`src/rtl/control_input_frontend_pkg.sv`:
```
// Shared constants for the control input front-end: LFSR taps, piece fallback, default timing.
package control_input_frontend_pkg;

    localparam int unsigned LFSR_W     = 8;
    localparam int unsigned DEBOUNCE_W = 20;
    localparam int unsigned REPEAT_W   = 24;

    localparam logic [LFSR_W-1:0] LFSR_TAPS          = 8'hB8;
    localparam logic [LFSR_W-1:0] LFSR_SEED_FALLBACK = 8'h01;
    localparam logic [2:0]        PIECE_FALLBACK     = 3'b001;

    localparam logic [DEBOUNCE_W-1:0] DEF_DEBOUNCE      = 20'd250000;
    localparam logic [LFSR_W-1:0]     DEF_SEED          = 8'h01;
    localparam logic [REPEAT_W-1:0]   DEF_REPEAT_DELAY  = 24'd12500000;
    localparam logic [REPEAT_W-1:0]   DEF_REPEAT_PERIOD = 24'd5000000;

    // Fibonacci step for x^8+x^6+x^5+x^4+1
    function automatic logic [LFSR_W-1:0] lfsr_next(input logic [LFSR_W-1:0] s);
        return {s[LFSR_W-2:0], ^(s & LFSR_TAPS)};
    endfunction

endpackage

```
`src/rtl/control_input_frontend_btn_conditioner.sv`:
```
// One push-button channel: 2-flop synchronizer, debounce, press pulse.
// Optional auto-repeat when BTN_AUTOREPEAT_EN is defined.
module btn_conditioner
    import control_input_frontend_pkg::*;
#(
    parameter logic [DEBOUNCE_W-1:0] DEBOUNCE_CYCLES = DEF_DEBOUNCE
`ifdef BTN_AUTOREPEAT_EN
    , parameter logic [REPEAT_W-1:0] REPEAT_DELAY  = DEF_REPEAT_DELAY
    , parameter logic [REPEAT_W-1:0] REPEAT_PERIOD = DEF_REPEAT_PERIOD
    , parameter bit                  REPEAT_ALLOW  = 1'b1
`endif
) (
    input  logic clk,
    input  logic reset,
    input  logic btn,
    output logic pulse
);

    // A zero debounce setting behaves as one cycle
    localparam logic [DEBOUNCE_W-1:0] DEB_LAST =
        (DEBOUNCE_CYCLES == {DEBOUNCE_W{1'b0}}) ? {DEBOUNCE_W{1'b0}}
                                                : DEBOUNCE_CYCLES - DEBOUNCE_W'(1);

    logic                  s1;
    logic                  s2;
    logic                  level;
    logic [DEBOUNCE_W-1:0] cnt;
    logic                  accept;
    logic                  press;

    assign accept = (s2 != level) && (cnt == DEB_LAST);
    assign press  = accept && s2;

    always_ff @(posedge clk) begin
        if (reset) begin
            s1    <= 1'b0;
            s2    <= 1'b0;
            level <= 1'b0;
            cnt   <= '0;
        end else begin
            s1 <= btn;
            s2 <= s1;
            if ((s2 == level) || accept) begin
                cnt <= '0;
            end else begin
                cnt <= cnt + DEBOUNCE_W'(1);
            end
            if (accept) begin
                level <= s2;
            end
        end
    end

`ifdef BTN_AUTOREPEAT_EN
    localparam logic [REPEAT_W-1:0] DELAY_LAST =
        (REPEAT_DELAY == {REPEAT_W{1'b0}}) ? {REPEAT_W{1'b0}} : REPEAT_DELAY - REPEAT_W'(1);
    localparam logic [REPEAT_W-1:0] PERIOD_LAST =
        (REPEAT_PERIOD == {REPEAT_W{1'b0}}) ? {REPEAT_W{1'b0}} : REPEAT_PERIOD - REPEAT_W'(1);

    logic [REPEAT_W-1:0] rpt_cnt;
    logic                rpt_first;
    logic                rpt_fire;

    assign rpt_fire = REPEAT_ALLOW && level &&
                      (rpt_first ? (rpt_cnt == DELAY_LAST) : (rpt_cnt == PERIOD_LAST));

    // Age of the current hold; first interval uses the delay, later ones the period
    always_ff @(posedge clk) begin
        if (reset || !level) begin
            rpt_cnt   <= '0;
            rpt_first <= 1'b1;
        end else if (rpt_fire) begin
            rpt_cnt   <= '0;
            rpt_first <= 1'b0;
        end else begin
            rpt_cnt <= rpt_cnt + REPEAT_W'(1);
        end
    end

    always_ff @(posedge clk) begin
        if (reset) begin
            pulse <= 1'b0;
        end else begin
            pulse <= press || rpt_fire;
        end
    end
`else
    always_ff @(posedge clk) begin
        if (reset) begin
            pulse <= 1'b0;
        end else begin
            pulse <= press;
        end
    end
`endif

endmodule

```
`src/rtl/control_input_frontend.sv`:
```
// Button conditioning and pseudo-random source feeding the game FSM.
// Auto-repeat on down/left/right is enabled by defining BTN_AUTOREPEAT_EN.
module control_input_frontend
    import control_input_frontend_pkg::*;
#(
    parameter logic [DEBOUNCE_W-1:0] DEBOUNCE_CYCLES = DEF_DEBOUNCE,
    parameter logic [LFSR_W-1:0]     LFSR_SEED       = DEF_SEED
`ifdef BTN_AUTOREPEAT_EN
    , parameter logic [REPEAT_W-1:0] REPEAT_DELAY  = DEF_REPEAT_DELAY
    , parameter logic [REPEAT_W-1:0] REPEAT_PERIOD = DEF_REPEAT_PERIOD
`endif
) (
    input  logic              clk,
    input  logic              reset,
    input  logic              down_btn,
    input  logic              right_btn,
    input  logic              left_btn,
    input  logic              rotate_btn,
    output logic              down_signal,
    output logic              right_signal,
    output logic              left_signal,
    output logic              rotate_signal,
    output logic [LFSR_W-1:0] random,
    output logic [2:0]        random_piece,
    output logic [1:0]        random_rotate
);

    localparam logic [LFSR_W-1:0] SEED_EFF =
        (LFSR_SEED == {LFSR_W{1'b0}}) ? LFSR_SEED_FALLBACK : LFSR_SEED;

    logic [3:0]        btns;
    logic [3:0]        pulses;
    logic [LFSR_W-1:0] lfsr;

    assign btns = {rotate_btn, left_btn, right_btn, down_btn};

    // Channel 3 is rotate, which never auto-repeats
    for (genvar i = 0; i < 4; i++) begin : g_btn
        btn_conditioner #(
            .DEBOUNCE_CYCLES(DEBOUNCE_CYCLES)
`ifdef BTN_AUTOREPEAT_EN
            , .REPEAT_DELAY (REPEAT_DELAY)
            , .REPEAT_PERIOD(REPEAT_PERIOD)
            , .REPEAT_ALLOW (i != 3)
`endif
        ) u_btn (
            .clk  (clk),
            .reset(reset),
            .btn  (btns[i]),
            .pulse(pulses[i])
        );
    end

    assign down_signal   = pulses[0];
    assign right_signal  = pulses[1];
    assign left_signal   = pulses[2];
    assign rotate_signal = pulses[3];

    always_ff @(posedge clk) begin
        if (reset) begin
            lfsr <= SEED_EFF;
        end else begin
            lfsr <= lfsr_next(lfsr);
        end
    end

    assign random        = lfsr;
    assign random_piece  = (lfsr[2:0] == 3'b000) ? PIECE_FALLBACK : lfsr[2:0];
    assign random_rotate = lfsr[7:6];

endmodule

```
`config.mk`:
```
export PLATFORM = sky130hd
export DESIGN_NAME = control_input_frontend
export DESIGN_NICKNAME = d
export VERILOG_FILES = /design/src/rtl/control_input_frontend_pkg.sv /design/src/rtl/control_input_frontend_btn_conditioner.sv /design/src/rtl/control_input_frontend.sv
export SDC_FILE = /design/constraint.sdc
export NUM_CORES = 1
export LEC_CHECK = 0
export ABC_AREA = 1
export CAP_MARGIN = 25
export CORE_MARGIN = 3
export CORE_UTILIZATION = 55
export DETAILED_ROUTE_END_ITERATION = 6
export GPL_TIMING_DRIVEN = 0
export MAX_ROUTING_LAYER = met4
export PLACE_DENSITY = 0.74
export SYNTH_ARGS = -nofsm -noshare
export SYNTH_HDL_FRONTEND = slang
export SYNTH_SLANG_ARGS = --single-unit
```
`constraint.sdc`:
```
create_clock -name clk -period 1.85 [get_ports clk]
set_clock_uncertainty 0.1 [all_clocks]
set_input_delay 0.37 -clock clk [delete_from_list [all_inputs] [get_ports clk]]
set_output_delay 0.37 -clock clk [all_outputs]
set_load 0.005 [all_outputs]
```
==> impl_metrics.tcl, run 1 <==
set metrics [dict create \
    insertion_delay_ns 0.36 \
    critPathLaunchType "flip-flop" \
    die_h_um 101 \
    max_stage_delay_ns 0.52 \
    globalplace.congestion 0.891 \
    critPathKind "flip-flop to output pin" \
    synth_xor_area_share_pct 5.79 \
    synth_top_family_by_area "simple AND/OR/NAND/NOR gates" \
    antenna_cells 0 \
    antenna_found_initial 0 \
    power.density_mw_per_mm2 705 \
    drt_iter0_drc 148 \
    cts_buffer_depth 2 \
    rows 34 \
    synth_cells 714 \
    hp-class "flip-flop to flip-flop" \
    place_ws_ns -0.0289 \
    use_met1_pct 26.2 \
    clock-root-buffer "clkbuf_8" \
    yosys_register_bits 104 \
    final_cell_area_mm2 0.00558 \
    crit_chain "clkbuf_1, clkdlybuf4s50_1" \
    dr.pass1.iters 4 \
    vias 4269 \
    max_freq_mhz 557 \
    grt_pass1_wl_um 16800 \
    rsz0062_at_grt "no" \
    cp.required_ns 1.38 \
    ant_nets 0 \
    synth_compound_area_share_pct 4.46 \
    wl_um 9860 \
    holdBufCountCts 0 \
    outcome "finished, final reports clean" \
    grtUsageMet2_pct 34.1 \
    cts_sinks 104 \
    avgRoutedWirePerCell_um 11.5 \
    drive_above_1_share_pct 9.85 \
    cp.arrival_ns 1.33 \
    final.period_utilization_pct 97.1 \
    hpwl_um 7420 \
    yosysSeqAreaShare_pct 41.7 \
    slowest_stage "clkdlybuf4s50_1" \
    grt_pass1_vias 3815 \
    clk_pin_slew_ns 0.09 \
    route.detailed.drc 0 \
    max-vdd-ir-drop_mv 0.337 \
    p_total_mw 3.93 \
    final_nets 757 \
    synth-simple-area-share_pct 39.7 \
    final-max-slew-violation-count 0 \
    area_growth_pct 11.8 \
    synth_largest_area_cell "dfxtp_1" \
    gr-usage-met3_pct 3.72 \
    final_core_util_pct 63.6 \
    cts-buffers-inserted 9 \
    io_pins 23 \
    grt_max_degree 16 \
    avgSynthCellArea_um2 6.99 \
    crit_buf_inv 2 \
    synth_warnings 0 \
    start_util_pct 56.9 \
    cts_tree "done" \
    worst_slack_ns 0.0542 \
    p_leak_nw 1.78 \
    tightest_slew_ns 0.474 \
    fp.dieW_um 101 \
    placed_area_mm2 0.00535 \
    cap_violations 0 \
    top_usage_layer "met2" \
    synth_mux_area_share_pct 0 \
    globalRouteTotalUtil_pct 20.7 \
    cp_top_family "buffers and inverters" \
    synth.distinct_cells 29 \
    finalHoldViolations 0 \
    place.port_buffers 22 \
    core_mm2 0.00876 \
    fin_crit_ns 1.80 \
    via_per_inst 4.97 \
    fin_hold_ws_ns 0.298 \
    finalSetupViolCount 0 \
    worstPathMaxFanout 4 \
    overflow 0 \
    fill_cells 783 \
    postCtsSetupRepairBufs 0 \
    synthAdderAreaFrac_pct 1.00 \
    cp-end-kind "output pin" \
    synth_top_area_share_pct 41.7 \
    syn_area_mm2 0.00499 \
    htreeDepth 3 \
    synth_nets 724 \
    synth_area_leaders "dfxtp_1, nand2_1, nor2_1" \
    die-area_mm2 0.0103 \
    maxSlewHeadroom_pct 68.4 \
]
[state kept, by name (all words and copies together) (netlist names)]
name / cells
g_btn.u_btn.cnt: 80
g_btn.u_btn.level: 4
g_btn.u_btn.pulse: 4
g_btn.u_btn.s1: 4
g_btn.u_btn.s2: 4
random: 8
[worst reg2reg max path, delay by kind of cell, from the launching register on]
kind | cells | cell delay (ns)
DFF | 1 | 0.36
buffers and inverters | 1 | 0.18
adders and majority gates | 1 | 0.24
AOI/OAI and AO/OA | 1 | 0.06
and+or+nand+nor | 4 | 0.63
[cell type report]
cell class | count | area [um2] | share of cell area [%]
multi-input combinational | 526 | 2550 | 45.7
clock buffer | 12 | 155 | 2.78
sequential | 104 | 2090 | 37.5
tap | 108 | 135 | 2.42
timing repair buffer | 22 | 219 | 3.93
buffer | 12 | 95.1 | 1.70
clock inverter | 3 | 65.1 | 1.17
inverter | 72 | 270 | 4.85
[placed cells by master (no fill, tap or decap), drive strengths merged]
master,count
buf,8
nand3,40
clkdlybuf4s50,21
clkbuf,16
nand4,8
o21ai,3
bufinv,2
o21bai,3
xor2,18
and2,1
xnor2,15
ha,4
dlygate4sd2,1
clkinv,1
nand2,184
nand3b,7
a21oi,37
or2,10
dfxtp,104
nor3,9
nor2,187
inv,72
[cell families after synthesis]
logic type | after synthesis
and+or+nand+nor | 446
buffers and inverters | 84
adders and majority gates | 4
DFF | 104
AOI/OAI and AO/OA | 43
xor gates and xnor gates | 33
[power by group]
part	internal, mW	switching [mW]	leakage [nW]
Combinational	0.0469	0.0524	0.823
Clock	0.828	0.740	0.112
Sequential	2.25	0.0120	0.842
Total	3.13	0.804	1.78
[through the flow]
| step | TNS, ns | std cells |
|---|---|---|
| global route | 0 | 859 |
| finish | 0 | 859 |
| floorplan | 0 | 714 |
| CTS | 0 | 859 |
| global placement | -0.00135 | 844 |
| detailed placement | -0.105 | 844 |
[layer usage]
metal,share of wire (%),vias to the layer above
li1,-,2266
met3,3.4,4
met5,0,-
met2,49,56
met1,47,1943
met4,0.47,0
[path summary, 6_finish.rpt]
check	startpoint	endpoint	slack (ns)	cells after the start
setup / recovery	random[1]	random_piece[1]	0.05	2
hold / removal	g_btn[3].u_btn.s1	g_btn[3].u_btn.s2	0.30	2
setup reg to reg	g_btn[3].u_btn.cnt[0]	g_btn[3].u_btn.cnt[12]	0.16	7
hold reg to reg	g_btn[3].u_btn.s1	g_btn[3].u_btn.s2	0.30	2
[timing repair]
item | in CTS | in global routing
endpoints found under the setup margin | 3 | 15
resized for setup | 4 | 5
pin swaps | 0 | 0
[cell usage after synthesis (all sizes together)]
cell,count
ha,4
nand4,8
o21bai,3
nand3b,7
nand2,184
and2,1
dfxtp,104
nor2,187
nand3,40
inv,72
o21ai,3
clkbuf,4
or2,10
buf,8
xor2,18
nor3,9
a21oi,37
xnor2,15
Power figures use the tool's default switching activity.
==> inputs of run 2 (changes only) <==
--- a/config.mk
+++ b/config.mk
@@ -9,6 +9,7 @@
 export CAP_MARGIN = 25
 export CORE_MARGIN = 3
 export CORE_UTILIZATION = 55
+export CTS_CLUSTER_DIAMETER = 30
 export DETAILED_ROUTE_END_ITERATION = 6
 export GPL_TIMING_DRIVEN = 0
 export MAX_ROUTING_LAYER = met4
==> results of run 2 <==
The final DEF is identical to that of run 1; final timing and power are the same.
